`src/rtl/soc_addr_router_if.sv`:
```
`default_nettype none
// ****************************************************************************
// * Module   : soc_addr_router_if                                            *
// * Purpose  : Bus bundle between an upstream requester, the address router  *
// *            and the downstream peripheral fabric.                         *
// * Signals  : req_valid_i/req_ready_o/req_addr_i - upstream request         *
// *            slv_valid_o/slv_ready_i/slv_sel_o  - downstream request       *
// *            slv_rsp_valid_i                    - peripheral response      *
// *            rsp_valid_o/rsp_err_o              - upstream response        *
// *            busy_o                             - outstanding work flag    *
// * Modports : slave  - router side                                          *
// *            master - environment (requester + peripherals) side           *
// * Revision : 1.0 - initial release                                         *
// ****************************************************************************
interface soc_addr_router_if;
   logic        req_valid_i;
   logic        req_ready_o;
   logic [63:0] req_addr_i;
   logic        slv_valid_o;
   logic        slv_ready_i;
   logic [3:0]  slv_sel_o;
   logic        slv_rsp_valid_i;
   logic        rsp_valid_o;
   logic        rsp_err_o;
   logic        busy_o;

   modport slave (
      input  req_valid_i, req_addr_i, slv_ready_i, slv_rsp_valid_i,
      output req_ready_o, slv_valid_o, slv_sel_o, rsp_valid_o, rsp_err_o, busy_o
   );

   modport master (
      output req_valid_i, req_addr_i, slv_ready_i, slv_rsp_valid_i,
      input  req_ready_o, slv_valid_o, slv_sel_o, rsp_valid_o, rsp_err_o, busy_o
   );
endinterface
`default_nettype wire

```
`src/rtl/soc_addr_router.sv`:
```
`default_nettype none
// ****************************************************************************
// * Module   : soc_addr_router                                               *
// * Purpose  : Decodes a 64-bit request address onto one of twelve           *
// *            peripheral targets (or an internal decode-error target),      *
// *            limits outstanding requests and keeps responses in order by   *
// *            only admitting requests to the target already in flight.      *
// * Params   : MaxTrans      - max outstanding requests (1..15)              *
// *            ErrRspLatency - decode-error response delay in cycles (1..3)  *
// * Ports    : clk_i  - clock, rising edge                                   *
// *            rst_ni - asynchronous active-low reset                        *
// *            bus    - soc_addr_router_if.slave bundle                      *
// * Revision : 1.0 - initial release                                         *
// ****************************************************************************
module soc_addr_router #(
   parameter int unsigned MaxTrans      = 4,
   parameter int unsigned ErrRspLatency = 1
) (
   input  logic             clk_i,
   input  logic             rst_ni,
   soc_addr_router_if.slave bus
);

   localparam int         c_num_rules = 12;
   localparam logic [3:0] c_err_tgt   = 4'd12;
   localparam logic [3:0] c_max_trans = 4'(MaxTrans);

   // Element [k] is the rule for target index k.
   localparam logic [11:0][63:0] c_rule_base = {
      64'h0000_0000,   // 11 Debug
      64'h0001_0000,   // 10 ROM
      64'h0200_0000,   //  9 CLINT
      64'h0C00_0000,   //  8 PLIC
      64'h1000_0000,   //  7 UART
      64'h1800_0000,   //  6 Timer
      64'h2000_0000,   //  5 SPI
      64'h2400_0000,   //  4 IMSIC
      64'h3000_0000,   //  3 Ethernet
      64'h4000_0000,   //  2 GPIO
      64'h8000_0000,   //  1 DRAM
      64'h5000_0000    //  0 CLIC
   };

   localparam logic [11:0][63:0] c_rule_len = {
      64'h0000_1000,   // 11 Debug
      64'h0001_0000,   // 10 ROM
      64'h000C_0000,   //  9 CLINT
      64'h03FF_FFFF,   //  8 PLIC
      64'h0000_1000,   //  7 UART
      64'h0000_1000,   //  6 Timer
      64'h0080_0000,   //  5 SPI
      64'h0800_0000,   //  4 IMSIC
      64'h0001_0000,   //  3 Ethernet
      64'h0000_1000,   //  2 GPIO
      64'h4000_0000,   //  1 DRAM
      64'h03FF_FFFF    //  0 CLIC
   };

   typedef enum logic [0:0] {
      ST_IDLE   = 1'b0,
      ST_ACTIVE = 1'b1
   } state_t;

   state_t     r_state;
   state_t     w_state_nxt;
   logic [3:0] r_cnt;
   logic [3:0] w_cnt_nxt;
   logic [3:0] r_cur_tgt;
   logic [3:0] w_cur_tgt_nxt;
   logic       r_rsp_pv;
   logic       w_rsp_pv_nxt;

   logic [c_num_rules-1:0] w_hit;
   logic [3:0]             w_tgt;
   logic                   w_is_err;
   logic                   w_admit;
   logic                   w_slv_valid;
   logic                   w_req_ready;
   logic [3:0]             w_slv_sel;
   logic                   w_accept;
   logic                   w_err_accept;
   logic                   w_err_out;
   logic                   w_rsp_up;

   // ------------------------------------------------------------------
   // Address decode: one comparator pair per rule. Rules are disjoint,
   // so the priority order in the encoder below never matters.
   // ------------------------------------------------------------------
   for (genvar g = 0; g < c_num_rules; g++) begin : g_rule
      assign w_hit[g] = (bus.req_addr_i >= c_rule_base[g]) &&
                        (bus.req_addr_i <  (c_rule_base[g] + c_rule_len[g]));
   end

   always_comb begin
      w_tgt = c_err_tgt;
      for (int i = 0; i < c_num_rules; i++) begin
         if (w_hit[i]) begin
            w_tgt = 4'(i);
         end
      end
   end

   // ------------------------------------------------------------------
   // Decode-error response pipeline: one bit per cycle of latency.
   // ------------------------------------------------------------------
   if (ErrRspLatency <= 1) begin : g_err_lat1
      logic r_err_pipe;
      always_ff @(posedge clk_i or negedge rst_ni) begin
         if (!rst_ni) begin
            r_err_pipe <= 1'b0;
         end else begin
            r_err_pipe <= w_err_accept;
         end
      end
      assign w_err_out = r_err_pipe;
   end else begin : g_err_latn
      logic [ErrRspLatency-1:0] r_err_pipe;
      always_ff @(posedge clk_i or negedge rst_ni) begin
         if (!rst_ni) begin
            r_err_pipe <= '0;
         end else begin
            r_err_pipe <= {r_err_pipe[ErrRspLatency-2:0], w_err_accept};
         end
      end
      assign w_err_out = r_err_pipe[ErrRspLatency-1];
   end

   // ------------------------------------------------------------------
   // State register
   // ------------------------------------------------------------------
   always_ff @(posedge clk_i or negedge rst_ni) begin
      if (!rst_ni) begin
         r_state   <= ST_IDLE;
         r_cnt     <= 4'd0;
         r_cur_tgt <= 4'd0;
         r_rsp_pv  <= 1'b0;
      end else begin
         r_state   <= w_state_nxt;
         r_cnt     <= w_cnt_nxt;
         r_cur_tgt <= w_cur_tgt_nxt;
         r_rsp_pv  <= w_rsp_pv_nxt;
      end
   end

   // ------------------------------------------------------------------
   // Next state, admission and handshake outputs
   // ------------------------------------------------------------------
   always_comb begin
      w_is_err      = (w_tgt == c_err_tgt);
      w_slv_valid   = 1'b0;
      w_req_ready   = 1'b0;
      w_slv_sel     = 4'd0;
      w_cnt_nxt     = r_cnt;
      w_cur_tgt_nxt = r_cur_tgt;
      w_state_nxt   = r_state;

      // Only the target already in flight may be admitted, so responses
      // from different targets can never overtake one another. Gating with
      // rst_ni forces the combinational outputs low during reset.
      w_admit = rst_ni && (r_cnt < c_max_trans) &&
                ((r_state == ST_IDLE) || (w_tgt == r_cur_tgt));

      if (w_is_err) begin
         w_req_ready = w_admit;
      end else begin
         w_slv_valid = bus.req_valid_i && w_admit;
         w_req_ready = bus.slv_ready_i && w_admit;
         w_slv_sel   = rst_ni ? w_tgt : 4'd0;
      end

      w_accept     = bus.req_valid_i && w_req_ready;
      w_err_accept = w_accept && w_is_err;

      // Peripheral responses are only meaningful while a peripheral
      // target is in flight; anything else is a stray pulse.
      w_rsp_pv_nxt = bus.slv_rsp_valid_i && (r_state == ST_ACTIVE) &&
                     (r_cur_tgt != c_err_tgt);

      w_rsp_up = r_rsp_pv || w_err_out;

      case ({w_accept, w_rsp_up})
         2'b10:   w_cnt_nxt = r_cnt + 4'd1;
         2'b01:   w_cnt_nxt = (r_cnt != 4'd0) ? (r_cnt - 4'd1) : r_cnt;
         default: w_cnt_nxt = r_cnt;
      endcase

      if (w_accept) begin
         w_cur_tgt_nxt = w_tgt;
      end

      w_state_nxt = (w_cnt_nxt != 4'd0) ? ST_ACTIVE : ST_IDLE;
   end

   assign bus.slv_valid_o = w_slv_valid;
   assign bus.req_ready_o = w_req_ready;
   assign bus.slv_sel_o   = w_slv_sel;
   assign bus.rsp_valid_o = w_rsp_up;
   assign bus.rsp_err_o   = w_err_out;
   assign bus.busy_o      = (r_state == ST_ACTIVE);

endmodule
`default_nettype wire

```
`src/flat_wrapper.sv`:
```
// flat-port wrapper written by rule: the top's interface ports become plain ports
module soc_addr_router_flat 
#(
   parameter int unsigned MaxTrans      = 4,
   parameter int unsigned ErrRspLatency = 1
)
  (clk_i, rst_ni, bus_req_valid_i, bus_req_addr_i, bus_slv_ready_i, bus_slv_rsp_valid_i, bus_req_ready_o, bus_slv_valid_o, bus_slv_sel_o, bus_rsp_valid_o, bus_rsp_err_o, bus_busy_o);
  soc_addr_router_if bus_i ();
  input  logic clk_i;
  input  logic rst_ni;
  input wire logic [$bits(bus_i.req_valid_i)-1:0] bus_req_valid_i;
  input wire logic [$bits(bus_i.req_addr_i)-1:0] bus_req_addr_i;
  input wire logic [$bits(bus_i.slv_ready_i)-1:0] bus_slv_ready_i;
  input wire logic [$bits(bus_i.slv_rsp_valid_i)-1:0] bus_slv_rsp_valid_i;
  output wire logic [$bits(bus_i.req_ready_o)-1:0] bus_req_ready_o;
  output wire logic [$bits(bus_i.slv_valid_o)-1:0] bus_slv_valid_o;
  output wire logic [$bits(bus_i.slv_sel_o)-1:0] bus_slv_sel_o;
  output wire logic [$bits(bus_i.rsp_valid_o)-1:0] bus_rsp_valid_o;
  output wire logic [$bits(bus_i.rsp_err_o)-1:0] bus_rsp_err_o;
  output wire logic [$bits(bus_i.busy_o)-1:0] bus_busy_o;
  assign bus_i.req_valid_i = bus_req_valid_i;
  assign bus_i.req_addr_i = bus_req_addr_i;
  assign bus_i.slv_ready_i = bus_slv_ready_i;
  assign bus_i.slv_rsp_valid_i = bus_slv_rsp_valid_i;
  assign bus_req_ready_o = bus_i.req_ready_o;
  assign bus_slv_valid_o = bus_i.slv_valid_o;
  assign bus_slv_sel_o = bus_i.slv_sel_o;
  assign bus_rsp_valid_o = bus_i.rsp_valid_o;
  assign bus_rsp_err_o = bus_i.rsp_err_o;
  assign bus_busy_o = bus_i.busy_o;
  soc_addr_router #(.MaxTrans(MaxTrans), .ErrRspLatency(ErrRspLatency)) u_core (.clk_i(clk_i), .rst_ni(rst_ni), .bus(bus_i));
endmodule
```
`config.mk`:
```
export PLATFORM = sky130hd
export DESIGN_NAME = soc_addr_router_flat
export DESIGN_NICKNAME = d
export VERILOG_FILES = /design/src/rtl/soc_addr_router_if.sv /design/src/rtl/soc_addr_router.sv /design/src/flat_wrapper.sv
export SDC_FILE = /design/constraint.sdc
export NUM_CORES = 1
export LEC_CHECK = 0
export BUFFER_PORTS_ARGS = -buffer_cell sky130_fd_sc_hd__clkbuf_2
export CORE_UTILIZATION = 45
export DETAILED_ROUTE_END_ITERATION = 6
export GPL_ROUTABILITY_DRIVEN = 0
export PLACE_DENSITY = 0.85
export SETUP_SLACK_MARGIN = 0.15
export SLEW_MARGIN = 25
export SYNTH_ARGS = -nofsm -noshare
export SYNTH_HDL_FRONTEND = slang
export SYNTH_SLANG_ARGS = --single-unit
export TNS_END_PERCENT = 50
```
`constraint.sdc`:
```
create_clock -name clk_i -period 5.4 [get_ports clk_i]
set_clock_uncertainty 0.2 [all_clocks]
set_input_delay 0.27 -clock clk_i [delete_from_list [all_inputs] [get_ports clk_i]]
set_output_delay 0.27 -clock clk_i [all_outputs]
set_load 0.02 [all_outputs]
```
==> out/metrics.yaml, run 1 <==
drt:
  drt-total-wl_mm: 3.35
  wl_per_cell_um: 12.5
  drtIter0Drc: 64
  first_pass_iters: 4
  vias: 1524
  ant_nets: 0
  drc: 0
  viasPerCell: 5.71
logic_synthesis:
  ys_seq_area_share_pct: 23.1
  synthTopCellsByArea: "dfrtp_1, nor4_1, nand4_1"
  yosysUniqueCellTypes: 44
  yosysTopAreaCellShare_pct: 23.1
  synth_nets: 231
  synth-async-reset-ratio_pct: 100
  synth_warnings: 0
  yosysTopAreaCell: "dfrtp_1"
  syn_inst: 158
  ys_ff_latch: 11
  syn_area_mm2: 0.00119
  synth-edff-count: 0
  avgSynthCellArea_um2: 7.55
  synth-main-ff-cell: "dfrtp_1"
place:
  hpwl_mm: 2.86
  dpl_cell_area_mm2: 0.00160
  dp.cells: 262
  portBuffers: 77
cts:
  cts_tree: "built"
  clkTransAtPathRegs_ps: 60
  h-tree-depth: 1
  ctsResizeCount: 0
  ctsHoldBuffers: 1
  post-cts-setup-buffer-count: 0
  clkLatencyLatePin_ps: 260
  numCtsBuffers: 3
  root_buffer: "clkbuf_4"
  clock_sinks: 11
  clockBufferDepth: 2
die:
  coreArea_mm2: 0.00250
  die_w_um: 53.5
  num_io_pins: 78
  start_util_pct: 47.7
  die_h_um: 53.5
  die-area_mm2: 0.00286
  rows: 18
finish:
  final_common_cell: "clkbuf_2"
  finish.net_count: 311
  diodes: 0
  areaGrowthSynthToFinish_pct: 37.2
  drive_gt1_share_pct: 37.6
  final_area_mm2: 0.00164
  final_cell_mix: "clkbuf_2, nor4_1, inv_1, nand2_1, dfrtp_1"
  finalNonFillerCells: 267
global_route:
  overflow: 0
  track_usage_pct: 25.0
  grt_max_degree: 16
  grt_pass1_wl_mm: 5.42
  grt_pass1_vias: 1355
  antenna_found_initial: 0
timing:
  drv_slew: 0
  finalSetupTns_ps: 0
  setup-violations-final: 0
  fmax_ghz: 0.240
  hold_viol: 0
  worst-slew-pin-transition_ps: 608
  rsz0062_at_grt: "no"
  hold_ws_ps: 18.9
  slew-limit-headroom_pct: 59.1
  fin_crit_ps: 4170
  fin_crit_sh_pct: 77.2
min_path:
  hp-class: "input port to flip-flop"
pwr:
  leakagePower_nw: 0.760
  power_density_mw_per_mm2: 185
  power_w: 0.000303
  ir_worst_vdd_uv: 190
worst_setup_path:
  worstSetupEndpointType: "flip-flop"
  critPathRequiredTime_ps: 5330
  cp_max_fo: 7
  worst_ep_arrival_time_ps: 4100
  criticalPathCategory: "input port to flip-flop"
  startpoint_type: "input port"
run:
  cap_viol_max_count: 0
status:
  outcome: "completed"
cell type report:
| class | instances | area (um^2) |
|---|---|---|
| repair buffers | 78 | 395 |
| clock buffers | 4 | 26.3 |
| well taps | 30 | 37.5 |
| multi-input cells | 131 | 855 |
| flip-flops and latches | 11 | 275 |
| fillers | 249 | 862 |
| inverters | 13 | 48.8 |
power breakdown:
part	total, W	switching [W]	internal (W)	leakage (nW)
registers	0.000109	0.0000153	0.0000937	0.140
logic	0.000141	0.0000789	0.0000623	0.605
clock network	0.0000527	0.0000242	0.0000285	0.0150
worst max-delay path, stage by stage:
cell and delay, ps:
clkbuf_2 130, or4b_1 540, or4_4 430, o32ai_1 220
o21ai_0 200, mux2i_1 170, or4_4 570, nor3_4 350
ha_1 370, a31oi_1 210, o21ai_0 120, or4_1 520
metrics by stage:
step                      utilization, %  setup slack (ps)
after CTS                           65.5              1240
after global placement              64.1              1030
final                               65.5              1230
after global routing                65.5              1000
after floorplan                        -              1280
after detailed placement            64.1               927
path summary, 6_finish.rpt:
kind / startpoint / endpoint / slack (ps) / depth (start not counted)
setup / recovery: bus_req_addr_i[26] / u_core.bus.busy_o / 1230 / 12
hold / removal: bus_slv_rsp_valid_i / u_core.r_rsp_pv / 20 / 3
setup reg to reg: u_core.r_cnt[3] / u_core.bus.busy_o / 2290 / 8
hold reg to reg: u_core.r_cnt[2] / u_core.r_cnt[2] / 370 / 1
max in group asynchronous: rst_ni / u_core.r_cnt[3] / 4520 / 2
min in group asynchronous: rst_ni / u_core.r_cur_tgt[0] / 240 / 2
cell usage after synthesis, types with 2 or more instances:
master / count
inv_1: 13
clkbuf_1: 2
nand4_1: 9
nand2_1: 13
mux2i_1: 4
nor4_1: 16
a21oi_1: 9
ha_1: 4
o22ai_1: 4
o211ai_1: 3
o21ai_0: 9
dfrtp_1: 11
nor3b_1: 2
or4_4: 2
nand3_1: 4
and3_1: 3
or4_1: 2
nor2_1: 10
nand2b_1: 2
mux2_4: 2
nor3_1: 10
o41ai_1: 2
cell families after synthesis:
family / after synthesis / synth area share [%]
and+or+nand+nor: 82 / 40.5
AOI/OAI and AO/OA: 38 / 20.3
buffers and inverters: 16 / 5.35
DFF: 11 / 23.1
muxes: 6 / 5.87
adders and majority gates: 4 / 4.19
xor gates and xnor gates: 1 / 0.734
routing by layer:
| metal | share of wire [%] | wire (um) | up-vias | track usage, % |
|---|---|---|---|---|
| met1 | 47 | 1570 | 693 | 32.3 |
| met4 | 0.42 | 14 | 0 | 8.77 |
| met5 | 0 | 0 | - | 0 |
| li1 | - | - | 779 | - |
| met3 | 3.4 | 114 | 2 | 0.287 |
| met2 | 49 | 1650 | 50 | 44.0 |
state kept, by name, summed over array words and instances, names as in the netlist:
signal / count
u_core.bus.busy_o: 1
u_core.r_cnt: 4
u_core.r_rsp_pv: 1
u_core.r_cur_tgt: 4
u_core.bus.rsp_err_o: 1
Note: power is estimated with default switching activity, not from simulation.
==> run 2: changes to the inputs <==
--- a/config.mk
+++ b/config.mk
@@ -6,10 +6,10 @@
 export NUM_CORES = 1
 export LEC_CHECK = 0
 export BUFFER_PORTS_ARGS = -buffer_cell sky130_fd_sc_hd__clkbuf_2
-export CORE_UTILIZATION = 45
+export CORE_UTILIZATION = 42
 export DETAILED_ROUTE_END_ITERATION = 6
 export GPL_ROUTABILITY_DRIVEN = 0
-export PLACE_DENSITY = 0.85
+export PLACE_DENSITY = 0.8
 export SETUP_SLACK_MARGIN = 0.15
 export SLEW_MARGIN = 25
 export SYNTH_ARGS = -nofsm -noshare
==> constraint.sdc (replaced) <==
create_clock -name clk_i -period 4.2 [get_ports clk_i]
set_clock_uncertainty 0.2 [all_clocks]
set_input_delay 0.21 -clock clk_i [delete_from_list [all_inputs] [get_ports clk_i]]
set_output_delay 0.21 -clock clk_i [all_outputs]
set_load 0.02 [all_outputs]
==> run 2 against run 1 <==
Net effect: total power rose by 34%; first-iteration DRC count increased by 13%; critical endpoint unchanged; routed wire length is 6.1% higher; flip-flop and latch count did not move.
==> out/metrics.yaml, run 2 (synthesis gave the netlist of run 1 again) <==
status:
  outcome: "completed"
worst_setup_path:
  path_buf_inv: 1
  slowest_delay_ps: 570
  cp_max_fo: 7
  r2r-start: "u_core.r_cur_tgt[3]"
  path_cells: "clkbuf_2 > or4b_1 > or4_4 > o32ai_1 > o21ai_0 > mux2i_1 > or4_4 > nor3_4 > ha_1 > a31oi_1 > o21ai_0 > or4_1"
  criticalPathCategory: "input port to flip-flop"
  critPathRequiredTime_ps: 4140
  crit_slowest_cell: "or4_4"
  cp_top_family: "simple AND/OR/NAND/NOR gates"
  startpoint_type: "input port"
  worst_ep_arrival_time_ps: 3790
  r2r_cells: 10
  reg2reg_slack_ps: 1310
  worstSetupEndpointType: "flip-flop"
  r2r-end: "u_core.bus.busy_o"
finish:
  areaGrowthSynthToFinish_pct: 43.1
  drive_gt1_share_pct: 39.4
  finalNonFillerCells: 276
  diodes: 0
  largestRegisters: "u_core.r_cnt: 4 flops, u_core.r_cur_tgt: 4 flops"
  final_cell_mix: "clkbuf_2, nor4_1, inv_1, nand2_1, dfrtp_1"
  finish.net_count: 320
  final_common_cell: "clkbuf_2"
timing:
  fin_crit_sh_pct: 91.6
  slew-limit-headroom_pct: 61.0
  finalWorstSetupSlack_ps: 353
  fmax_ghz: 0.260
  hold_ws_ps: 14.6
  drv_slew: 0
  setup-violations-final: 0
  fin_crit_ps: 3850
  worst-slew-pin-transition_ps: 579
  hold_viol: 0
  rsz0062_at_grt: "no"
  finalSetupTns_ps: 0
pwr:
  leakagePower_nw: 0.803
  power_density_mw_per_mm2: 237
  ir_worst_vdd_uv: 371
drt:
  wl_per_cell_um: 12.9
  first_pass_iters: 4
  viasPerCell: 5.77
  ant_nets: 0
  drtIter0Drc: 72
  drc: 0
  vias: 1592
  drt-total-wl_mm: 3.56
die:
  coreArea_mm2: 0.00259
  num_io_pins: 78
  die_h_um: 55.3
  die-area_mm2: 0.00306
  start_util_pct: 46.1
  die_w_um: 55.3
  rows: 18
global_route:
  grt_pass1_vias: 1468
  grt_pass1_wl_mm: 6.07
  met3_usage_pct: 3.75
  overflow: 0
  grt.busiest_layer: "met2"
  track_usage_pct: 24.0
  grt_max_degree: 16
  grtUsageMet1_pct: 32.4
  antenna_found_initial: 0
  grt_use_met2_pct: 38.6
cts:
  post-cts-setup-buffer-count: 0
  numCtsBuffers: 3
  h-tree-depth: 1
  root_buffer: "clkbuf_4"
  clkTransAtPathRegs_ps: 70
  cts_tree: "built"
  clkLatencyLatePin_ps: 280
  ctsResizeCount: 0
  clock_sinks: 11
  clockBufferDepth: 2
run:
  cap_viol_max_count: 0
min_path:
  hp-class: "input port to flip-flop"
  hold_end: "u_core.bus.rsp_err_o"
  whs_path_depth: 2
  hold_start: "bus_req_valid_i"
place:
  portBuffers: 77
  hpwl_mm: 2.95
  pre_cts_slack_ps: 85.4
  dp.cells: 270
[run 2: cell types whose count changed in the layout (fill, tap and decap cells not counted)]
cell           previous run  this run
dlygate4sd3_1             1         2
buf_4                     0         8
[run 2: layout make-up]
class	count	area, um^2
inverter	13	48.8
timing repair buffer	87	465
multi-input combinational	131	855
sequential	11	275
clock buffer	4	26.3
tap	30	37.5
fill	232	882
[run 2: timing repair]
action / in CTS / in global routing
endpoints found under the setup margin: 0 / 0
hold buffers: 2 / 0
hold endpoints to repair: 12 / 0
[run 2: where the power goes]
part	internal [W]	leakage, nW	switching (W)
clock network	0.0000368	0.0150	0.0000389
logic	0.0000841	0.648	0.000105
registers	0.000120	0.140	0.0000198
total	0.000241	0.803	0.000163
[run 2: how the worst max path moves through the flow]
| stage | startpoint | to | cells past startpoint |
|---|---|---|---|
| finish | bus_req_addr_i[26] | u_core.bus.busy_o | 12 |
| global route | bus_req_addr_i[26] | u_core.bus.busy_o | 12 |
| CTS | bus_req_addr_i[26] | u_core.bus.busy_o | 12 |
| detailed placement | bus_req_addr_i[26] | u_core.bus.busy_o | 12 |
| global placement | bus_req_addr_i[26] | u_core.bus.busy_o | 12 |
| floorplan | bus_req_addr_i[28] | u_core.bus.busy_o | 12 |
[run 2: through the flow]
stage | total power (W) | cell area (um^2) | utilization [%]
global placement | 0.000323 | 1660 | 64.2
detailed placement | 0.000325 | 1660 | 64.2
finish | 0.000405 | 1710 | 65.9
floorplan | 0.000250 | 1190 | -
global route | 0.000433 | 1710 | 65.9
CTS | 0.000402 | 1710 | 65.9
[run 2: per-layer routing]
metal | share of wire (%) | routed length, um
met1 | 45 | 1600
met3 | 7.0 | 248
met5 | 0 | 0
met2 | 46 | 1650
met4 | 1.4 | 51
